[config.mk]
export PLATFORM = sky130hd
export DESIGN_NAME = step_scheduler
export DESIGN_NICKNAME = d
export VERILOG_FILES = /design/src/rtl/step_pkg.sv /design/src/rtl/rr_arb2.sv /design/src/rtl/step_scheduler.sv
export SDC_FILE = /design/constraint.sdc
export NUM_CORES = 1
export LEC_CHECK = 0
export ABC_AREA = 1
export BUFFER_PORTS_ARGS = -buffer_cell sky130_fd_sc_hd__buf_2
export CAP_MARGIN = 20
export CELL_PAD_IN_SITES_DETAIL_PLACEMENT = 1
export CELL_PAD_IN_SITES_GLOBAL_PLACEMENT = 1
export CORE_MARGIN = 8
export CORE_UTILIZATION = 42
export DETAILED_ROUTE_END_ITERATION = 16
export HOLD_SLACK_MARGIN = 0.12
export PLACE_DENSITY_LB_ADDON = 0.08
export SLEW_MARGIN = 20
export SYNTH_ARGS = -nofsm -noshare
export SYNTH_HDL_FRONTEND = slang
export SYNTH_SLANG_ARGS = --single-unit
[constraint.sdc]
create_clock -name iclk -period 5.2 [get_ports iclk]
set_clock_uncertainty 0.05 [all_clocks]
set_input_delay 0.78 -clock iclk [delete_from_list [all_inputs] [get_ports iclk]]
set_output_delay 0.78 -clock iclk [all_outputs]
set_load 0.02 [all_outputs]
[src/rtl/step_pkg.sv]
// step_pkg -- shared definitions for the step scheduler.
//   state_t   : FSM state encoding (IDLE, STEP, DWELL, DONE)
//   DWELL_DEF : default idle cycles between steps
//   CNT_W_DEF : default width of step-count fields
//   DWELL_W   : width of the dwell counter (covers DWELL up to 15)
//   pos_next  : next 2-bit stepper position for a given direction
package step_pkg;

  typedef enum logic [1:0] {
    ST_IDLE  = 2'd0,
    ST_STEP  = 2'd1,
    ST_DWELL = 2'd2,
    ST_DONE  = 2'd3
  } state_t;

  localparam int DWELL_DEF = 4;
  localparam int CNT_W_DEF = 4;
  localparam int DWELL_W   = 4;

  // Position wraps naturally in 2 bits: 3->0 forward, 0->3 back.
  function automatic logic [1:0] pos_next(input logic [1:0] pos, input logic back);
    logic [1:0] nxt;
    if (back) begin
      nxt = pos - 2'd1;
    end else begin
      nxt = pos + 2'd1;
    end
    return nxt;
  endfunction

endpackage

[src/rtl/rr_arb2.sv]
// rr_arb2 -- two-way round-robin selector.
//   valid_a, valid_b : request presence
//   last_served      : requester served last (0 = A, 1 = B)
//   grant            : selected requester (0 = A, 1 = B)
// With no valid requester the output is the round-robin choice; callers
// gate it with the valids.
module rr_arb2 (
  input  logic valid_a,
  input  logic valid_b,
  input  logic last_served,
  output logic grant
);

  // Lone requester wins; on contention the one not served last wins.
  always_comb begin
    grant = 1'b0;
    if (valid_a && !valid_b) begin
      grant = 1'b0;
    end else if (!valid_a && valid_b) begin
      grant = 1'b1;
    end else begin
      grant = ~last_served;
    end
  end

endmodule

[src/rtl/step_scheduler.sv]
// step_scheduler -- accepts step commands from two requesters and issues
// paced step pulses to a 4-position stepper.
//   iclk, irst                 : clock, async active-low reset
//   iReqA_*/oReqA_ready        : requester A command + handshake
//   iReqB_*/oReqB_ready        : requester B command + handshake
//   iAbort                     : terminate the active command
//   oStep                      : one-cycle step pulse
//   oBack                      : latched direction while a command is active
//   oPos                       : tracked stepper position
//   oBusy, oDone               : not-idle flag, one-cycle completion pulse
//   oGrant                     : owner of the current/last command (0 A, 1 B)
module step_scheduler
  import step_pkg::*;
#(
  parameter int DWELL = DWELL_DEF,
  parameter int CNT_W = CNT_W_DEF
) (
  input  logic             iclk,
  input  logic             irst,
  input  logic             iReqA_valid,
  input  logic             iReqA_dir,
  input  logic [CNT_W-1:0] iReqA_cnt,
  output logic             oReqA_ready,
  input  logic             iReqB_valid,
  input  logic             iReqB_dir,
  input  logic [CNT_W-1:0] iReqB_cnt,
  output logic             oReqB_ready,
  input  logic             iAbort,
  output logic             oStep,
  output logic             oBack,
  output logic [1:0]       oPos,
  output logic             oBusy,
  output logic             oDone,
  output logic             oGrant
);

  localparam logic [DWELL_W-1:0] DWELL_LOAD = DWELL_W'(DWELL - 1);

  state_t             state_r;
  state_t             state_nxt_s;
  logic [CNT_W-1:0]   rem_r;
  logic [DWELL_W-1:0] dwell_r;
  logic [1:0]         pos_r;
  logic               step_r;
  logic               back_r;
  logic               busy_r;
  logic               done_r;
  logic               grant_r;
  logic               last_r;

  logic               grant_s;
  logic               ready_a_s;
  logic               ready_b_s;
  logic               hs_s;
  logic               sel_dir_s;
  logic [CNT_W-1:0]   sel_cnt_s;
  logic               dir_eff_s;

  rr_arb2 u_arb (
    .valid_a     (iReqA_valid),
    .valid_b     (iReqB_valid),
    .last_served (last_r),
    .grant       (grant_s)
  );

  // Handshake qualification; readies are held low while reset is asserted.
  always_comb begin
    ready_a_s = 1'b0;
    ready_b_s = 1'b0;
    if (irst && (state_r == ST_IDLE)) begin
      ready_a_s = iReqA_valid && !grant_s;
      ready_b_s = iReqB_valid && grant_s;
    end else begin
      ready_a_s = 1'b0;
      ready_b_s = 1'b0;
    end
    hs_s      = ready_a_s || ready_b_s;
    sel_dir_s = grant_s ? iReqB_dir : iReqA_dir;
    sel_cnt_s = grant_s ? iReqB_cnt : iReqA_cnt;
    // The first step uses the direction being accepted this cycle.
    dir_eff_s = (state_r == ST_IDLE) ? sel_dir_s : back_r;
  end

  // Next-state logic.
  always_comb begin
    state_nxt_s = state_r;
    case (state_r)
      ST_IDLE: begin
        if (hs_s) begin
          state_nxt_s = (sel_cnt_s != '0) ? ST_STEP : ST_DONE;
        end else begin
          state_nxt_s = ST_IDLE;
        end
      end
      ST_STEP: begin
        if (iAbort) begin
          state_nxt_s = ST_DONE;
        end else begin
          state_nxt_s = ST_DWELL;
        end
      end
      ST_DWELL: begin
        if (iAbort) begin
          state_nxt_s = ST_DONE;
        end else if (dwell_r == '0) begin
          state_nxt_s = (rem_r == '0) ? ST_DONE : ST_STEP;
        end else begin
          state_nxt_s = ST_DWELL;
        end
      end
      ST_DONE: state_nxt_s = ST_IDLE;
      default: state_nxt_s = ST_IDLE;
    endcase
  end

  // State, counters and registered outputs; outputs are derived from the
  // next state so they line up with the state they describe.
  always_ff @(posedge iclk or negedge irst) begin
    if (!irst) begin
      state_r <= ST_IDLE;
      rem_r   <= '0;
      dwell_r <= '0;
      pos_r   <= 2'd0;
      step_r  <= 1'b0;
      back_r  <= 1'b0;
      busy_r  <= 1'b0;
      done_r  <= 1'b0;
      grant_r <= 1'b0;
      last_r  <= 1'b1;
    end else begin
      state_r <= state_nxt_s;
      step_r  <= (state_nxt_s == ST_STEP);
      busy_r  <= (state_nxt_s != ST_IDLE);
      done_r  <= (state_nxt_s == ST_DONE);
      if (state_nxt_s == ST_STEP) begin
        pos_r <= pos_next(pos_r, dir_eff_s);
      end
      case (state_r)
        ST_IDLE: begin
          if (hs_s) begin
            grant_r <= grant_s;
            back_r  <= sel_dir_s;
            rem_r   <= sel_cnt_s;
          end
        end
        ST_STEP: begin
          if (rem_r != '0) begin
            rem_r <= rem_r - CNT_W'(1);
          end
          dwell_r <= DWELL_LOAD;
        end
        ST_DWELL: begin
          if (dwell_r != '0) begin
            dwell_r <= dwell_r - DWELL_W'(1);
          end
        end
        ST_DONE: begin
          last_r  <= grant_r;
          back_r  <= 1'b0;
          rem_r   <= '0;
          dwell_r <= '0;
        end
        default: state_r <= ST_IDLE;
      endcase
    end
  end

  assign oReqA_ready = ready_a_s;
  assign oReqB_ready = ready_b_s;
  assign oStep       = step_r;
  assign oBack       = back_r;
  assign oPos        = pos_r;
  assign oBusy       = busy_r;
  assign oDone       = done_r;
  assign oGrant      = grant_r;

endmodule

; ---- Yosys cells after proc, flatten, opt, wreduce, memory -nomap -nowiden
; Cells that the tools add are included.
[word_totals]
elab_cells = 68
output_inout_bits = 9
in_bits = 15
register_bits = 18
[op_classes]
eq_ne = 8
n_bitwise = 1
n_addsub = 4
n_mux = 22
reduce_logical = 23
[op_table]
columns = op, count
row1 = case mux 4 bit (3 select lines), 2
row2 = 2-to-1 mux 4 bit, 4
row3 = 2-to-1 mux 2 bit, 6
row4 = nonzero test 4 bit, 3
row5 = logical NOT 4 bit, 2
row6 = 2-to-1 mux 1 bit, 8
row7 = case mux 2 bit (4 select lines), 1
row8 = "subtractor 4 x 1 -> 4 bit, second input constant", 2
row9 = "equality test 2 bit, second input constant", 3
row10 = "!= test 2 bit, second input constant", 3
row11 = AND reduction 2 bit, 3
row12 = nonzero test 3 bit, 2
row13 = logical AND 1 bit, 5
row14 = "equality test 2 x 1 -> 1 bit, second input constant", 2
row15 = nonzero test 2 bit, 2
row16 = logical NOT 1 bit, 3
row17 = AND reduction 3 bit, 1
row18 = "adder 2 x 1 -> 2 bit, second input constant", 1
row19 = logical NOT 2 bit, 1
row20 = case mux 1 bit (2 select lines), 1
row21 = "subtractor 2 x 1 -> 2 bit, second input constant", 1
row22 = logical OR 1 bit, 1
row23 = NOT 1 bit, 1

; ---- Logic depth before layout (Yosys ltp)
; Gate-level depths: netlist of the first run.
[logic_depth]
ltp_word = 11
mapped_depth = 13

; ---- Modules after synthesis
; Synthesis of the first run repeated with hierarchy kept, for this count alone.
[unflattened]
hier_cells = 180
hier_area_um2 = 1295.0
[modules_own_cells]
columns = mod, cells_per_inst, area_each_um2, n_inst, seq_area_each_um2
row1 = step_scheduler, 174, 1272.5, 1, 451.7
row2 = rr_arb2, 6, 22.5, 1, 0.0

; ---- Worst setup path after synthesis of the first run
; OpenSTA, ideal clock, no wires.
[synth_timing]
path_kind = input port to output port
from = input port irst
to = output port oReqA_ready
path_buffers = 0
t_arrival_ns = 1.351
path_stages = 4
setup_slack_ns = 3.019
path_cell_list = nand2_1 inv_1 nand2_1 a21oi_1
[synth_via]
elab_chain_cells = 2
[synth_lines]
columns = item, line_no
row1 = start: declaration, step_scheduler.sv:19  ; input logic irst,
row2 = logical AND 1 bit, step_scheduler.sv:70  ; if (irst && (state_r == ST_IDLE)) begin
row3 = 2-to-1 mux 1 bit, step_scheduler.sv:70
row4 = end: declaration, step_scheduler.sv:23  ; output logic oReqA_ready,
; Every way passes these cells.

; ---- Final worst setup path of the first run
; Same ends and word-level chain as after synthesis.

==> results of run 1 <==
-- through the flow --
stage	area [µm²]	setup slack, ns	utilization (%)
after CTS	1410	2.57	51.1
final	1410	2.61	51.1
after global routing	1410	2.41	51.1
after floorplan	1220	3.02	-
after detailed placement	1370	2.56	49.8
after global placement	1370	2.62	49.8
-- worst paths after layout --
path | endpoint | slack, ns | depth (start not counted)
worst min register to register | last_r | 0.45 | 2
max in group asynchronous | last_r | 4.41 | 1
worst max-delay path | oReqA_ready | 2.61 | 6
min in group iclk | last_r | 0.45 | 2
worst max register to register | oPos[1] | 3.30 | 13
worst min-delay path | oBusy | 0.36 | 1
-- metal layers --
metal | track usage (%) | wire length (µm)
met1 | 14.5 | 1360
met2 | 21.3 | 1440
met3 | 3.11 | 155
met5 | 0 | 0
met4 | 2.90 | 21
-- synthesized netlist by cell type --
| cell | instances | area share (%) |
|---|---|---|
| nor3_1 | 1 | 0.41 |
| nand2_1 | 44 | 14 |
| a31oi_1 | 2 | 1.0 |
| nor2_1 | 6 | 1.8 |
| nor2_4 | 1 | 0.92 |
| xor2_1 | 1 | 0.72 |
| nand3_1 | 20 | 8.2 |
| o21ai_0 | 8 | 3.3 |
| nand2_2 | 4 | 2.1 |
| dfstp_2 | 1 | 2.2 |
| inv_2 | 3 | 0.92 |
| ha_1 | 9 | 9.2 |
| nor4_1 | 1 | 0.51 |
| dfrtp_1 | 17 | 35 |
| o22ai_4 | 1 | 1.6 |
| o221ai_1 | 1 | 0.72 |
| nand3_2 | 1 | 0.82 |
| o22ai_1 | 1 | 0.51 |
| o21bai_1 | 1 | 0.62 |
| o31ai_1 | 1 | 0.62 |
| o21ai_2 | 1 | 0.72 |
| o21ai_1 | 3 | 1.2 |
| inv_1 | 25 | 7.7 |
| a21oi_1 | 5 | 2.1 |
| nand2_4 | 4 | 3.7 |
-- final cells by class --
class	instances	area share (%)
Tap cell	31	2.75
Clock buffer	4	2.57
Sequential cell	18	32.0
Timing Repair Buffer	23	8.16
Multi-Input combinational cell	116	47.0
Inverter	28	7.45
-- kinds of logic after synthesis --
family / Yosys count
AOI/OAI and AO/OA: 24
xor gates and xnor gates: 1
adders and majority gates: 9
buffers and inverters: 28
DFF: 18
and+or+nand+nor: 82
-- worst max-delay path: cells and delay by family --
family                 cells  cell delay, ns
buffers and inverters      3            0.63
AO/OA/AOI/OAI              1            0.14
AND/OR/NAND/NOR            2            0.21
-- cell usage in the layout (no fill, tap or decap), types with 2 or more instances in the layout --
cell type,synthesis,final
inv_1,25,25
a31oi_1,2,2
o21ai_0,8,8
nand2_2,4,4
clkbuf_4,0,3
inv_2,3,3
a21oi_1,5,5
buf_2,0,23
nand2_1,44,44
o21ai_1,3,3
nor2_1,6,6
nand2_4,4,4
dfrtp_1,17,17
ha_1,9,9
nand3_1,20,20
-- state kept, by name, summed over array words and instances, names as in the netlist --
signal and flops:
rem_r 4, oBack 1, oGrant 1, oPos 2, dwell_r 4, oDone 1, last_r 1, oStep 1
state_r 2, oBusy 1
-- power groups by stage --
stage               registers, mW  logic, mW  clock network [mW]
CTS                         0.251      0.540              0.0898
global placement            0.248      0.513                   0
detailed placement          0.253      0.538                   0
global route                0.257      0.609              0.0924
floorplan                   0.276      0.369                   0
finish                      0.249      0.529              0.0860
==> flow_summary.json, run 1 <==
{
  "routabilityCongestion": 0.758,
  "pwr-share-comb_pct": 61.2,
  "cts_num_sinks": 18,
  "num_vias": 1122,
  "first_pass_iters": 4,
  "synthesis.instances": 162,
  "critPathMaxStageDelay_ns": 0.35,
  "whs_ns": 0.362,
  "cellPowerDensity_nw_per_um2": 613,
  "crit_type": "input pin to output port",
  "hpwl_um": 2510,
  "peakVddDrop_mv": 0.325,
  "die-area_um2": 4890,
  "maxCapViolations": 0,
  "port_buffers": 23,
  "synth-seq-cells": 18,
  "p_sw_share_pct": 49.8,
  "area_growth_pct": 15.6,
  "final_hold_viol_count": 0,
  "drt_iter0_drc": 28,
  "grt_remaining_overflow": 0,
  "io_pins": 24,
  "tns_ns": 0,
  "synth_top_family_by_area": "simple AND/OR/NAND/NOR gates",
  "cp.arrival_ns": 1.76,
  "slew_viol_final": 0,
  "fp-row-count": 19,
  "hp-class": "input pin to asynchronous set/reset pin",
  "layout.nets": 214,
  "dp_cells": 216,
  "clock_path_buffers": 2,
  "relSlewSlack_pct": 71.9,
  "avgSynthCellArea_um2": 7.53,
  "yosysSeqAreaShare_pct": 37.0,
  "path_clk_slew_ns": 0.11,
  "cts_resized": 0,
  "fin_cells": 220,
  "post_cts_buffers": 0,
  "die_w_um": 69.9,
  "yosys.area_share.simple_pct": 32.0,
  "total_power_mw": 0.864,
  "yosys-mux-area-fraction_pct": 0,
  "reg2reg_from": "state_r[0]",
  "grt_pass1_wl_um": 5180,
  "fin_crit_sh_pct": 49.9,
  "die-height_um": 69.9,
  "post_drt_wl_per_cell_um": 13.5,
  "tightest_slew_ns": 0.422,
  "ant_nets": 0,
  "ctsHoldBuffers": 0,
  "p_int_mw": 0.434,
  "postSynthNetCount": 186,
  "totalWireLength_um": 2970,
  "yosys.area_share.xor_xnor_pct": 0.718,
  "ys_warn_count": 0,
  "grt_usage_pct": 12.2,
  "start_kind": "input pin",
  "fmax_mhz": 386,
  "pwr-share-seq_pct": 28.9,
  "period_needed_ns": 2.59,
  "cts_max_level": 1,
  "synth-compound-area-share_pct": 12.4,
  "worstPathCellList": "buf_2, nand2_1, inv_1, nand2_1, a21oi_1, buf_2",
  "synth_fa_ha_area_share_pct": 9.23,
  "initial_core_util_pct": 44.2,
  "drive_above_1_share_pct": 22.8,
  "fill_cells": 374,
  "cts_root_buf": "clkbuf_4",
  "clock_latency_ns": 0.28,
  "avgViaCountPerCell": 5.10,
  "clock_power_share_pct": 10.0,
  "drc": 0,
  "ff_latch_area_um2": 452,
  "multi_input_area_um2": 663,
  "end_kind": "output port",
  "status": "completed",
  "slowest_stage": "buf_2",
  "synth_area_um2": 1220,
  "grt_max_degree": 20,
  "cp_max_fo": 19,
  "antenna_found_initial": 0,
  "antenna_cells": 0,
  "setup_viol": 0,
  "tritoncts": "built",
  "ys_types": 25,
  "core-area_um2": 2760,
  "crit_required_ns": 4.37,
  "cts_inserted_buffers": 3,
  "crit_start": "irst",
  "grt_pass1_vias": 1171,
  "p_sw_mw": 0.430,
  "leakage_nw": 0.786,
  "rsz0062_at_grt": "false"
}
Note: power is estimated with default switching activity, not from simulation.
==> inputs of run 2 (changes only) <==
--- a/config.mk
+++ b/config.mk
@@ -11,7 +11,7 @@
 export CELL_PAD_IN_SITES_DETAIL_PLACEMENT = 1
 export CELL_PAD_IN_SITES_GLOBAL_PLACEMENT = 1
 export CORE_MARGIN = 8
-export CORE_UTILIZATION = 42
+export CORE_UTILIZATION = 39
 export DETAILED_ROUTE_END_ITERATION = 16
 export HOLD_SLACK_MARGIN = 0.12
 export PLACE_DENSITY_LB_ADDON = 0.08
==> constraint.sdc (replaced) <==
create_clock -name iclk -period 2.5 [get_ports iclk]
set_clock_uncertainty 0.05 [all_clocks]
set_input_delay 0.375 -clock iclk [delete_from_list [all_inputs] [get_ports iclk]]
set_output_delay 0.375 -clock iclk [all_outputs]
set_load 0.02 [all_outputs]
==> run 2 against run 1 <==
Net effect: hold slack improved by 0.019 ns; via count grew 1.1%; cell area is 1.4% higher; flip-flop and latch count is the same; global-route usage grew 0.69 points; sequential share of layout area down 0.45 points; final cell count up 1.8%; die area is 5.9% higher; core utilization shrank 3.5 points; total power increased by 110%; highest routed layer unchanged.
==> flow_summary.json, run 2 (same netlist as run 1, synthesis figures left out) <==
{
  "status": "completed",
  "grt_usage_pct": 12.9,
  "tritoncts": "built",
  "pwr-share-seq_pct": 28.9,
  "worst_path_dominant_cell_family": "flip-flops",
  "critPathMaxStageDelay_ns": 0.43,
  "cts_root_buf": "clkbuf_4",
  "antenna_found_initial": 0,
  "hold_path_end": "oGrant",
  "grt_max_degree": 19,
  "start_kind": "register",
  "pwr-share-comb_pct": 60.8,
  "die-height_um": 71.9,
  "cts_max_level": 1,
  "die-area_um2": 5170,
  "fin_cells": 224,
  "drive_above_1_share_pct": 23.0,
  "area_growth_pct": 17.2,
  "cts_num_sinks": 18,
  "total_power_mw": 1.80,
  "grtUsageMet2_pct": 21.2,
  "clock_latency_ns": 0.30,
  "cp_num_buf_inv": 3,
  "p_sw_mw": 0.894,
  "drt_iter0_drc": 34,
  "crit_required_ns": 2.08,
  "first_pass_iters": 4,
  "peakVddDrop_mv": 0.486,
  "core-area_um2": 3000,
  "cellPowerDensity_nw_per_um2": 1260,
  "grt_remaining_overflow": 0,
  "tightest_slew_ns": 0.266,
  "avgViaCountPerCell": 5.06,
  "fill_cells": 401,
  "end_kind": "output port",
  "hp-class": "input pin to register",
  "tns_ns": 0,
  "routabilityCongestion": 0.776,
  "clock_path_buffers": 2,
  "final_util_pct": 47.6,
  "p_int_mw": 0.902,
  "post_cts_buffers": 0,
  "final_hold_viol_count": 0,
  "holdPathStages": 3,
  "fp-row-count": 20,
  "layout_setup_ws_ns": 0.388,
  "clock_power_share_pct": 10.3,
  "reg2reg_slack_ns": 0.60,
  "path_clk_slew_ns": 0.11,
  "post_drt_wl_per_cell_um": 14.0,
  "layout.nets": 216,
  "io_pins": 24,
  "num_vias": 1134,
  "met1_usage_pct": 16.1,
  "drc": 0,
  "ant_nets": 0,
  "dp_slack_ns": 0.633,
  "antenna_cells": 0,
  "setup_viol": 0,
  "maxCapViolations": 0,
  "dp_cells": 219,
  "cp.arrival_ns": 1.69,
  "hpwl_um": 2590,
  "fmax_mhz": 474,
  "hp-start": "iReqB_valid",
  "rsz0062_at_grt": "false",
  "reg_top3": "dwell_r (4), rem_r (4)",
  "relSlewSlack_pct": 82.1,
  "slowest_stage": "dfrtp_1",
  "cts_inserted_buffers": 3,
  "grt_use_met3_pct": 2.75,
  "final_common_cell": "nand2_1",
  "r2r_end": "oPos[1]",
  "cp_max_fo": 4,
  "reg2regPathDepth": 13,
  "layout_common_cells": "nand2_1, inv_1, buf_2",
  "crit_type": "register to output port",
  "ff_latch_area_um2": 452,
  "port_buffers": 23,
  "grt_busiest_layer": "met2",
  "leakage_nw": 0.795,
  "grt_pass1_vias": 1218,
  "p_sw_share_pct": 49.8,
  "fin_crit_sh_pct": 84.5,
  "grt_pass1_wl_um": 5450,
  "multi_input_area_um2": 663,
  "die_w_um": 71.9,
  "reg2reg_from": "state_r[0]",
  "slew_viol_final": 0,
  "period_needed_ns": 2.11,
  "worstPathCellList": "inv_1, ha_1, nand2_1, inv_1, nand2_1, a21oi_1, buf_2",
  "totalWireLength_um": 3130,
  "initial_core_util_pct": 40.6
}
-- run 2: worst max-delay path by stage --
stage	from	end	slack, ns	depth (start not counted)
floorplan	state_r[0]	oReqA_ready	0.81	6
global placement	state_r[0]	oPos[1]	0.77	13
detailed placement	state_r[0]	oPos[1]	0.63	13
CTS	state_r[0]	oReqA_ready	0.36	7
global route	state_r[0]	oReqA_ready	0.26	7
finish	state_r[0]	oReqA_ready	0.39	7
-- run 2: worst min-delay path: stages --
cell and delay [ns]:
buf_2 0.13, nand3_2 0.12, nand2_1 0.06
-- run 2: stage by stage --
step | hold slack, ns | cell area, µm²
4_1_cts | 0.372 | 1430
3_3_place_gp | 0.327 | 1380
5_1_grt | 0.392 | 1430
3_5_place_dp | 0.333 | 1380
2_1_floorplan | 0.0294 | 1220
6_report | 0.381 | 1430
-- run 2: power groups by stage --
stage | sequential [mW] | combinational (mW) | clock, mW
CTS | 0.521 | 1.12 | 0.196
global placement | 0.516 | 1.07 | 0
global route | 0.536 | 1.27 | 0.204
finish | 0.519 | 1.09 | 0.185
detailed placement | 0.526 | 1.11 | 0
floorplan | 0.573 | 0.768 | 0
-- run 2: timing repair --
item | 4_1_cts | 5_1_grt
hold buffers | 1 | 0
endpoints found under the hold margin | 17 | 0
endpoints found under the setup margin | 0 | 0
gates resized for setup | 0 | 0
-- run 2: metal layers --
layer	vias up	wire [µm]
met5	-	0
met4	0	31
met3	4	140
met2	19	1470
met1	533	1490
li1	578	-
-- run 2: final cells by class --
cell class | instances | share of cell area [%]
multi-input combinational | 116 | 46.4
inverter | 28 | 7.35
clock buffer | 4 | 2.54
timing repair buffer | 25 | 9.27
sequential | 18 | 31.6
tap | 33 | 2.89
==> inputs of run 3 (changes only) <==
==> constraint.sdc (replaced) <==
create_clock -name iclk -period 2.09 [get_ports iclk]
set_clock_uncertainty 0.05 [all_clocks]
set_input_delay 0.3135 -clock iclk [delete_from_list [all_inputs] [get_ports iclk]]
set_output_delay 0.3135 -clock iclk [all_outputs]
set_load 0.02 [all_outputs]
==> run 3 against run 2 <==
Net effect: register-to-register slack lost 0.39 ns; total power rose by 20%; first-iteration DRC count shrank 29%; die area is the same; via count is 2.0% lower; flip-flop and latch count unchanged; count of clock-buffer cells in the layout unchanged; largest power group unchanged; global-route usage about the same; setup slack worse by 0.24 ns.
==> flow_summary.json, run 3 (same netlist as run 1, synthesis figures left out) <==
{
  "leakage_nw": 0.794,
  "clock_latency_ns": 0.29,
  "cts_root_buf": "clkbuf_4",
  "grt_remaining_overflow": 0,
  "initial_core_util_pct": 40.6,
  "multi_input_area_um2": 672,
  "fin_crit_sh_pct": 92.7,
  "layout.nets": 216,
  "cts_num_sinks": 18,
  "relSlewSlack_pct": 82.1,
  "path_clk_slew_ns": 0.11,
  "cp_max_fo": 4,
  "fill_cells": 396,
  "worstPathCellList": "inv_1, ha_2, nand2_1, inv_1, nand2_2, a21oi_2, buf_4",
  "ff_latch_area_um2": 452,
  "fmax_mhz": 516,
  "p_int_mw": 1.09,
  "fp-row-count": 20,
  "layout_common_cells": "nand2_1, inv_1, buf_2",
  "routabilityCongestion": 0.776,
  "io_pins": 24,
  "slew_viol_final": 0,
  "layout_setup_ws_ns": 0.152,
  "pwr-share-comb_pct": 61.2,
  "core-area_um2": 3000,
  "dp_slack_ns": 0.208,
  "maxCapViolations": 0,
  "hp-class": "input pin to register",
  "grt_pass1_vias": 1224,
  "clock_path_buffers": 2,
  "grt_max_degree": 19,
  "critPathMaxStageDelay_ns": 0.42,
  "status": "completed",
  "tightest_slew_ns": 0.266,
  "p_sw_share_pct": 49.8,
  "end_kind": "output port",
  "final_common_cell": "nand2_1",
  "total_power_mw": 2.16,
  "pwr-share-seq_pct": 28.6,
  "cts_max_level": 1,
  "drive_above_1_share_pct": 24.6,
  "drc": 0,
  "ant_nets": 0,
  "reg_top3": "dwell_r (4), rem_r (4)",
  "cellPowerDensity_nw_per_um2": 1500,
  "post_cts_buffers": 0,
  "crit_required_ns": 1.73,
  "antenna_cells": 0,
  "drt_iter0_drc": 24,
  "tritoncts": "built",
  "slowest_stage": "dfrtp_1",
  "rsz0062_at_grt": "false",
  "grt_usage_pct": 12.9,
  "grt_pass1_wl_um": 5430,
  "cts_inserted_buffers": 3,
  "port_buffers": 23,
  "p_sw_mw": 1.08,
  "die-height_um": 71.9,
  "final_hold_viol_count": 0,
  "die_w_um": 71.9,
  "cp.arrival_ns": 1.57,
  "hpwl_um": 2620,
  "num_vias": 1111,
  "area_growth_pct": 18.2,
  "start_kind": "register",
  "avgViaCountPerCell": 4.96,
  "crit_type": "register to output port",
  "tns_ns": 0,
  "setup_viol": 0,
  "antenna_found_initial": 0,
  "clock_power_share_pct": 10.2,
  "whs_ns": 0.329,
  "totalWireLength_um": 3130,
  "post_drt_wl_per_cell_um": 14.0,
  "cp_common_cell": "inv_1",
  "first_pass_iters": 4,
  "die-area_um2": 5170,
  "period_needed_ns": 1.94,
  "peakVddDrop_mv": 0.551
}
==> run 3: changes by cell type in the layout (fill, tap and decap cells not counted) <==
| cell | previous run | this run |
|---|---|---|
| a21oi_2 | 0 | 1 |
| a21oi_1 | 5 | 4 |
| nand2_2 | 4 | 5 |
| nand2_1 | 44 | 43 |
| buf_2 | 23 | 22 |
| buf_4 | 1 | 2 |
| ha_1 | 9 | 8 |
| ha_2 | 0 | 1 |
==> run 3: final timing paths <==
| path | startpoint | depth (start not counted) | slack [ns] | end |
|---|---|---|---|---|
| worst max-delay path | state_r[0] | 7 | 0.15 | oReqA_ready |
| worst min-delay path | iReqB_valid | 3 | 0.33 | oGrant |
| worst max register to register | state_r[0] | 13 | 0.21 | oPos[1] |
| worst min register to register | last_r | 2 | 0.45 | last_r |
| max in group asynchronous | irst | 3 | 1.26 | last_r |
| min in group asynchronous | irst | 3 | 0.47 | state_r[0] |
==> run 3: critical path, delay by kind of cell, from the launching register on <==
kind | cells | cell delay, ns
simple gates | 2 | 0.16
compound gates | 1 | 0.13
buf+inv | 3 | 0.36
fa+ha+maj | 1 | 0.21
flops | 1 | 0.42
==> run 3: layer usage <==
metal / vias to the layer above / track usage, % / routed length [µm]
li1: 580 / - / -
met1: 513 / 15.9 / 1490
met2: 16 / 20.7 / 1470
met3: 2 / 3.86 / 152
met4: 0 / 4.54 / 22
met5: - / 0 / 0
==> run 3: timing repair <==
| action | in CTS | in global routing |
|---|---|---|
| hold endpoints to repair | 17 | 0 |
| hold buffers | 1 | 0 |
| endpoints found under the setup margin | 0 | 1 |
| gates resized for setup | 0 | 4 |
==> run 3: final cells by class <==
| class | instances | area share, % |
|---|---|---|
| clock buffers | 4 | 2.52 |
| inverters | 28 | 7.29 |
| multi-input cells | 116 | 46.6 |
| flip-flops and latches | 18 | 31.3 |
| well taps | 33 | 2.86 |
| repair buffers | 25 | 9.38 |
==> run 3: stage by stage <==
| step | cells | util (%) | area (µm²) |
|---|---|---|---|
| final | 224 | 48.0 | 1440 |
| after global routing | 224 | 48.0 | 1440 |
| after CTS | 224 | 47.6 | 1430 |
| after detailed placement | 219 | 46.1 | 1380 |
| after global placement | 219 | 46.1 | 1380 |
| after floorplan | 162 | - | 1220 |
==> run 3: power groups by stage <==
stage | Sequential [mW] | Combinational, mW | Clock, mW
floorplan | 0.686 | 0.918 | 0
global placement | 0.618 | 1.29 | 0
detailed placement | 0.628 | 1.33 | 0
CTS | 0.620 | 1.34 | 0.233
global route | 0.636 | 1.53 | 0.245
finish | 0.619 | 1.32 | 0.220
